===== src/rtl/shift_seq_ctrl_if.sv =====
// -----------------------------------------------------------------------------
// shift_seq_ctrl_if
//
// Host-side bundle of the shift-register transaction sequencer.
//   master : the requester (drives start/mode/din/sin and, when built with
//            SHIFT_SEQ_ABORT_EN, abort)
//   slave  : the sequencer (drives busy/done/ser_out/ser_valid/sin_rdy/dout)
//
// Signals
//   start     request a transfer (sampled only while idle)
//   mode      0 PISO MSB-first, 1 PISO LSB-first,
//             2 SIPO first-bit-to-MSB, 3 SIPO first-bit-to-LSB
//   din       parallel word for PISO, latched on accept
//   sin       serial input bit for SIPO
//   abort     (SHIFT_SEQ_ABORT_EN only) cancel the running transfer
//   busy      transfer in progress
//   done      one-cycle completion pulse
//   ser_out   serial PISO bit
//   ser_valid ser_out qualifier
//   sin_rdy   sin is consumed this cycle
//   dout      captured SIPO word
// -----------------------------------------------------------------------------
interface shift_seq_ctrl_if #(
    parameter int DW = 4
);
    logic          start;
    logic [1:0]    mode;
    logic [DW-1:0] din;
    logic          sin;
    logic          busy;
    logic          done;
    logic          ser_out;
    logic          ser_valid;
    logic          sin_rdy;
    logic [DW-1:0] dout;

`ifdef SHIFT_SEQ_ABORT_EN
    logic          abort;

    modport master (
        output start, mode, din, sin, abort,
        input  busy, done, ser_out, ser_valid, sin_rdy, dout
    );

    modport slave (
        input  start, mode, din, sin, abort,
        output busy, done, ser_out, ser_valid, sin_rdy, dout
    );
`else
    modport master (
        output start, mode, din, sin,
        input  busy, done, ser_out, ser_valid, sin_rdy, dout
    );

    modport slave (
        input  start, mode, din, sin,
        output busy, done, ser_out, ser_valid, sin_rdy, dout
    );
`endif
endinterface


===== src/rtl/shift_seq_ctrl.sv =====
// -----------------------------------------------------------------------------
// shift_seq_ctrl
//
// Transaction sequencer for the universal shift register. A start request
// with a mode and a parallel word is turned into the exact enable / load-shift
// / mode-select sequence the register needs for one serialize (PISO) or
// deserialize (SIPO) transfer. The serial stream is qualified, the SIPO word
// is captured from the register's registered output, and completion is
// reported with a one-cycle done pulse.
//
// Optional feature: define SHIFT_SEQ_ABORT_EN to add host.abort, which
// returns any running transfer to IDLE on the next edge without a done pulse.
//
// Ports
//   clk        clock
//   rst        asynchronous, active-low reset
//   host       shift_seq_ctrl_if.slave (start/mode/din/sin[/abort] in,
//              busy/done/ser_out/ser_valid/sin_rdy/dout out)
//   reg_enb    register enable
//   reg_l_s    register load (1) / shift (0)
//   reg_switch register mode select (mode+1 while busy, 0 when idle)
//   reg_inp    register parallel/serial input
//   reg_out    register registered output
// -----------------------------------------------------------------------------
module shift_seq_ctrl #(
    parameter int DW = 4
) (
    input  logic            clk,
    input  logic            rst,
    shift_seq_ctrl_if.slave host,
    output logic            reg_enb,
    output logic            reg_l_s,
    output logic [2:0]      reg_switch,
    output logic [DW-1:0]   reg_inp,
    input  logic [DW-1:0]   reg_out
);
    localparam int CNT_W = $clog2(DW + 2);

    // Last counter value in SHIFT: PISO runs DW cycles, SIPO runs DW+1
    // (the extra one is the flush edge that moves the word into reg_out).
    localparam logic [CNT_W-1:0] CNT_LAST_PISO = CNT_W'(DW - 1);
    localparam logic [CNT_W-1:0] CNT_LAST_SIPO = CNT_W'(DW);

    typedef enum logic [2:0] {
        IDLE  = 3'd0,
        LOAD  = 3'd1,
        SHIFT = 3'd2,
        TAIL  = 3'd3,
        CAPT  = 3'd4,
        DONE  = 3'd5
    } state_t;

    state_t           state_reg, state_next;
    logic [CNT_W-1:0] cnt_reg, cnt_next;
    logic [1:0]       mode_reg;
    logic [DW-1:0]    din_reg;
    logic [DW-1:0]    dout_reg;

    logic accept;
    logic capt_en;
    logic abort_hit;
    logic is_sipo;
    logic done_int;
    logic ser_valid_int;
    logic sin_rdy_int;

    assign is_sipo = mode_reg[1];
    assign accept  = (state_reg == IDLE) && host.start;

`ifdef SHIFT_SEQ_ABORT_EN
    // abort is meaningless while idle, so a simultaneous start still wins.
    assign abort_hit = host.abort && (state_reg != IDLE);
`else
    assign abort_hit = 1'b0;
`endif

    // ------------------------------------------------------------------
    // State, counter, latched request and captured word
    // ------------------------------------------------------------------
    always_ff @(posedge clk or negedge rst) begin
        if (!rst) begin
            state_reg <= IDLE;
            cnt_reg   <= '0;
            mode_reg  <= '0;
            din_reg   <= '0;
            dout_reg  <= '0;
        end else begin
            state_reg <= state_next;
            cnt_reg   <= cnt_next;
            if (accept) begin
                mode_reg <= host.mode;
                din_reg  <= host.din;
            end
            if (capt_en) begin
                dout_reg <= reg_out;
            end
        end
    end

    // ------------------------------------------------------------------
    // Next state and register-side controls
    // ------------------------------------------------------------------
    always_comb begin
        state_next    = state_reg;
        capt_en       = 1'b0;
        done_int      = 1'b0;
        ser_valid_int = 1'b0;
        sin_rdy_int   = 1'b0;
        reg_enb       = 1'b0;
        reg_l_s       = 1'b0;
        reg_inp       = '0;
        reg_switch    = 3'd0;

        // Mode select stays put for the whole transfer, from accept to DONE.
        if (state_reg != IDLE) begin
            reg_switch = {1'b0, mode_reg} + 3'd1;
        end

        unique case (state_reg)
            IDLE: begin
                if (host.start) begin
                    state_next = host.mode[1] ? SHIFT : LOAD;
                end
            end
            LOAD: begin
                reg_enb    = 1'b1;
                reg_l_s    = 1'b1;
                reg_inp    = din_reg;
                state_next = SHIFT;
            end
            SHIFT: begin
                reg_enb = 1'b1;
                if (!is_sipo) begin
                    // reg_out lags the register contents by one enabled
                    // edge, so the first valid bit appears at counter 1.
                    ser_valid_int = (cnt_reg != '0);
                    if (cnt_reg == CNT_LAST_PISO) begin
                        state_next = TAIL;
                    end
                end else if (cnt_reg != CNT_LAST_SIPO) begin
                    reg_inp     = {{(DW-1){1'b0}}, host.sin};
                    sin_rdy_int = 1'b1;
                end else begin
                    // Flush edge: shifts in a dummy 0 but copies the
                    // complete word into reg_out.
                    state_next = CAPT;
                end
            end
            TAIL: begin
                // Register is frozen; reg_out still holds the last bit.
                ser_valid_int = 1'b1;
                state_next    = DONE;
            end
            CAPT: begin
                capt_en    = 1'b1;
                state_next = DONE;
            end
            DONE: begin
                done_int   = 1'b1;
                state_next = IDLE;
            end
            default: begin
                state_next = IDLE;
            end
        endcase

        if (abort_hit) begin
            state_next = IDLE;
            capt_en    = 1'b0;
            done_int   = 1'b0;
        end
    end

    // Counter restarts on every state change and only advances in SHIFT,
    // where it is bounded by the exit conditions above.
    always_comb begin
        cnt_next = cnt_reg;
        if (state_next != state_reg) begin
            cnt_next = '0;
        end else if (state_reg == SHIFT) begin
            cnt_next = cnt_reg + 1'b1;
        end
    end

    assign host.busy      = (state_reg != IDLE);
    assign host.done      = done_int;
    assign host.ser_out   = reg_out[0];
    assign host.ser_valid = ser_valid_int;
    assign host.sin_rdy   = sin_rdy_int;
    assign host.dout      = dout_reg;

endmodule


===== src/flat_wrapper.sv =====
// flat-port wrapper written by rule: the top's interface ports become plain ports
module shift_seq_ctrl_flat 
#(
    parameter int DW = 4
)
  (clk, rst, reg_enb, reg_l_s, reg_switch, reg_inp, reg_out, host_start, host_mode, host_din, host_sin, host_busy, host_done, host_ser_out, host_ser_valid, host_sin_rdy, host_dout);
  shift_seq_ctrl_if #(.DW(DW)) host_i ();
  input  logic clk;
  input  logic rst;
  output logic reg_enb;
  output logic reg_l_s;
  output logic [2:0] reg_switch;
  output logic [DW-1:0] reg_inp;
  input  logic [DW-1:0] reg_out;
  input wire logic [$bits(host_i.start)-1:0] host_start;
  input wire logic [$bits(host_i.mode)-1:0] host_mode;
  input wire logic [$bits(host_i.din)-1:0] host_din;
  input wire logic [$bits(host_i.sin)-1:0] host_sin;
  output wire logic [$bits(host_i.busy)-1:0] host_busy;
  output wire logic [$bits(host_i.done)-1:0] host_done;
  output wire logic [$bits(host_i.ser_out)-1:0] host_ser_out;
  output wire logic [$bits(host_i.ser_valid)-1:0] host_ser_valid;
  output wire logic [$bits(host_i.sin_rdy)-1:0] host_sin_rdy;
  output wire logic [$bits(host_i.dout)-1:0] host_dout;
  assign host_i.start = host_start;
  assign host_i.mode = host_mode;
  assign host_i.din = host_din;
  assign host_i.sin = host_sin;
  assign host_busy = host_i.busy;
  assign host_done = host_i.done;
  assign host_ser_out = host_i.ser_out;
  assign host_ser_valid = host_i.ser_valid;
  assign host_sin_rdy = host_i.sin_rdy;
  assign host_dout = host_i.dout;
  shift_seq_ctrl #(.DW(DW)) u_core (.clk(clk), .rst(rst), .host(host_i), .reg_enb(reg_enb), .reg_l_s(reg_l_s), .reg_switch(reg_switch), .reg_inp(reg_inp), .reg_out(reg_out));
endmodule

===== config.mk =====
export PLATFORM = sky130hd
export DESIGN_NAME = shift_seq_ctrl_flat
export DESIGN_NICKNAME = d
export VERILOG_FILES = /design/src/rtl/shift_seq_ctrl_if.sv /design/src/rtl/shift_seq_ctrl.sv /design/src/flat_wrapper.sv
export SDC_FILE = /design/constraint.sdc
export NUM_CORES = 1
export LEC_CHECK = 0
export BUFFER_PORTS_ARGS = -buffer_cell sky130_fd_sc_hd__buf_2
export CORE_ASPECT_RATIO = 0.9
export CORE_UTILIZATION = 52
export DETAILED_ROUTE_END_ITERATION = 12
export HOLD_SLACK_MARGIN = 0.08
export PLACE_DENSITY = 0.83
export SLEW_MARGIN = 40
export SYNTH_ARGS = -nofsm -noshare
export SYNTH_HDL_FRONTEND = slang
export SYNTH_SLANG_ARGS = --single-unit
export TNS_END_PERCENT = 20

===== constraint.sdc =====
create_clock -name clk -period 2.9 [get_ports clk]
set_clock_uncertainty 0.15 [all_clocks]
set_input_delay 0.58 -clock clk [delete_from_list [all_inputs] [get_ports clk]]
set_output_delay 0.58 -clock clk [all_outputs]
set_load 0.05 [all_outputs]

==> impl_metrics.json <==
{
  "syn_area_per_cell_um2": 10.8,
  "crit_buf_inv": 1,
  "yosys_register_bits": 16,
  "first_pass_iters": 4,
  "cp_slowest_cell": "dfrtp_1",
  "rsz0062_at_grt": "no",
  "drv_slew": 0,
  "max_slew_margin_pct": 64.8,
  "crit_type": "reg -> out",
  "synth_cells": 84,
  "max_freq_mhz": 366,
  "vias": 717,
  "cp_max_fo": 10,
  "antenna_violating_nets_post_route": 0,
  "grt_max_degree": 17,
  "worstMarginPinSlew_ps": 529,
  "yosys-top-cells-count": "dfrtp_1, nor2_1, inv_1, mux2_1, nand2_1",
  "cts-root-buf": "clkbuf_4",
  "worst_skew_pair.late_latency_ps": 280,
  "drc": 0,
  "syn_to_final_growth_pct": 20.5,
  "worst_slack_ps": 167,
  "worstPathArrival_ps": 2000,
  "start_util_pct": 58.9,
  "grt.met2_usage_pct": 30.7,
  "yosysTopAreaCell": "dfrtp_1",
  "cp-start-kind": "flip-flop",
  "ys_seq_area_share_pct": 44.0,
  "crit_cells": 4,
  "synth_edf_count": 0,
  "cts-htree-levels": 1,
  "clk_pin_slew_ps": 90,
  "synth-main-ff-cell": "dfrtp_1",
  "async_reset_ff_share_pct": 100,
  "fin_nets": 134,
  "status": "finished, final reports clean",
  "crit_path_max_incr_delay_ps": 570,
  "grt_pass1_wl_um": 2790,
  "wl_um": 1610,
  "dp_slack_ps": 498,
  "die_area_um2": 1920,
  "cts_tree": "built",
  "met1_usage_pct": 28.4,
  "path_cells": "nand2b_1 > a2111oi_4 > a22o_1 > buf_2",
  "critPathRequiredTime_ps": 2170,
  "ys_types": 30,
  "io_pins": 32,
  "yosysMostFrequentCell": "dfrtp_1",
  "rows": 13,
  "ctsHoldBuffers": 1,
  "finalCritPeriodShare_pct": 94.2,
  "whs_path_depth": 1,
  "critPathTopFamily": "compound AO/OA/AOI/OAI gates",
  "grt.busiest_layer": "met2",
  "wire_per_inst_um": 11.8,
  "yosysWarnings": 0,
  "grt_remaining_overflow": 0,
  "cts_buffers": 3,
  "num-fill-cells": 111,
  "ctsResizeCount": 0,
  "antennaDiodeCount": 0,
  "final_layout_size_suffix_gt1_share_pct": 39.1,
  "fin_crit_ps": 2730,
  "final-hold-violation-count": 0,
  "track_usage_pct": 19.9,
  "reg2reg_depth": 3,
  "dp_hpwl_um": 1270,
  "post_cts_buffers": 0,
  "die_x_um": 46.1,
  "cts_sinks": 16,
  "hp-class": "reg -> reg",
  "antenna_found_initial": 0,
  "drtIter0Drc": 10,
  "gp_congestion": 0.774,
  "setup-violations-final": 0,
  "core_area_um2": 1550,
  "tns_ps": 0,
  "finish.utilization_pct": 70.9,
  "grt_pass1_vias": 660,
  "io_buffers": 31,
  "synth_top_area_share_pct": 44.0,
  "use_met3_pct": 2.61,
  "via_per_inst": 5.23,
  "synth_nets": 102,
  "die_h_um": 41.7,
  "endpoint_kind": "output pin",
  "synth_area_leaders": "dfrtp_1, mux2_1, ha_1",
  "cap_violations": 0,
  "synth_area_um2": 910,
  "cts_buffer_depth": 2
}
[cells by family (layout without fill, tap and decap cells)]
logic type               after synthesis  after routing  share of synthesized area [%]
flip-flops                            16             16                           44.0
AO/OA/AOI/OAI                         11             11                           10.5
buffers and inverters                 11             42                           7.15
adder cells (fa/ha/maj)                4              4                           5.50
multiplexers                          10             10                           12.2
AND/OR/NAND/NOR                       30             30                           18.7
XOR/XNOR                               2              2                           1.93
[cell type report]
| cell class | count | area (um^2) | share of cell area [%] |
|---|---|---|---|
| clock buffer | 4 | 36.3 | 3.31 |
| inverter | 6 | 22.5 | 2.05 |
| multi-input combinational | 57 | 444 | 40.5 |
| sequential | 16 | 400 | 36.5 |
| tap | 22 | 27.5 | 2.51 |
| timing repair buffer | 32 | 165 | 15.1 |
[placed cells by master, fill, tap and decap left out, drive strengths merged, types with 3 or more instances in the layout]
master and n:
o21ai 3, a21oi 3, dfrtp 16, and3 3, nor2b 3, nor2 8
nor3 3, clkbuf 4, inv 6, nand2 5, ha 4, mux2 9
buf 31
[through the flow]
step | instances | cell area (um^2) | hold slack, ps
after detailed placement | 132 | 1050 | 321
after global placement | 132 | 1050 | 309
after CTS | 137 | 1100 | 343
final | 137 | 1100 | 344
after global routing | 137 | 1100 | 348
after floorplan | 84 | 910 | 134
[worst reg2reg max path: cells and delay by family, from the launching register on]
kind	cells	cell delay, ps
DFF	1	580
muxes	1	360
and+or+nand+nor	2	690
[worst paths after layout]
| check | to | start | slack (ps) |
|---|---|---|---|
| setup / recovery | reg_inp[0] | u_core.state_reg[1]$_DFF_PN0_ | 170 |
| hold / removal | u_core.din_reg[1]$_DFFE_PN0P_ | u_core.din_reg[1]$_DFFE_PN0P_ | 340 |
| setup reg to reg | u_core.din_reg[1]$_DFFE_PN0P_ | u_core.state_reg[0]$_DFF_PN0_ | 1020 |
| hold reg to reg | u_core.din_reg[1]$_DFFE_PN0P_ | u_core.din_reg[1]$_DFFE_PN0P_ | 340 |
| max in group asynchronous | u_core.state_reg[2]$_DFF_PN0_ | rst | 1770 |
| min in group asynchronous | u_core.din_reg[0]$_DFFE_PN0P_ | rst | 570 |
[metal layers]
metal  share of wire, %  vias to the layer above  routed length, um
met4               0.75                        0                 12
met5                  0                        -                  0
met1                 46                      342                738
li1                   -                      351                  -
met3                4.7                        2                 76
met2                 49                       22                782
Power is not shown: default switching activity piles up to over one toggle a cycle in this logic, so the estimate is an artifact.
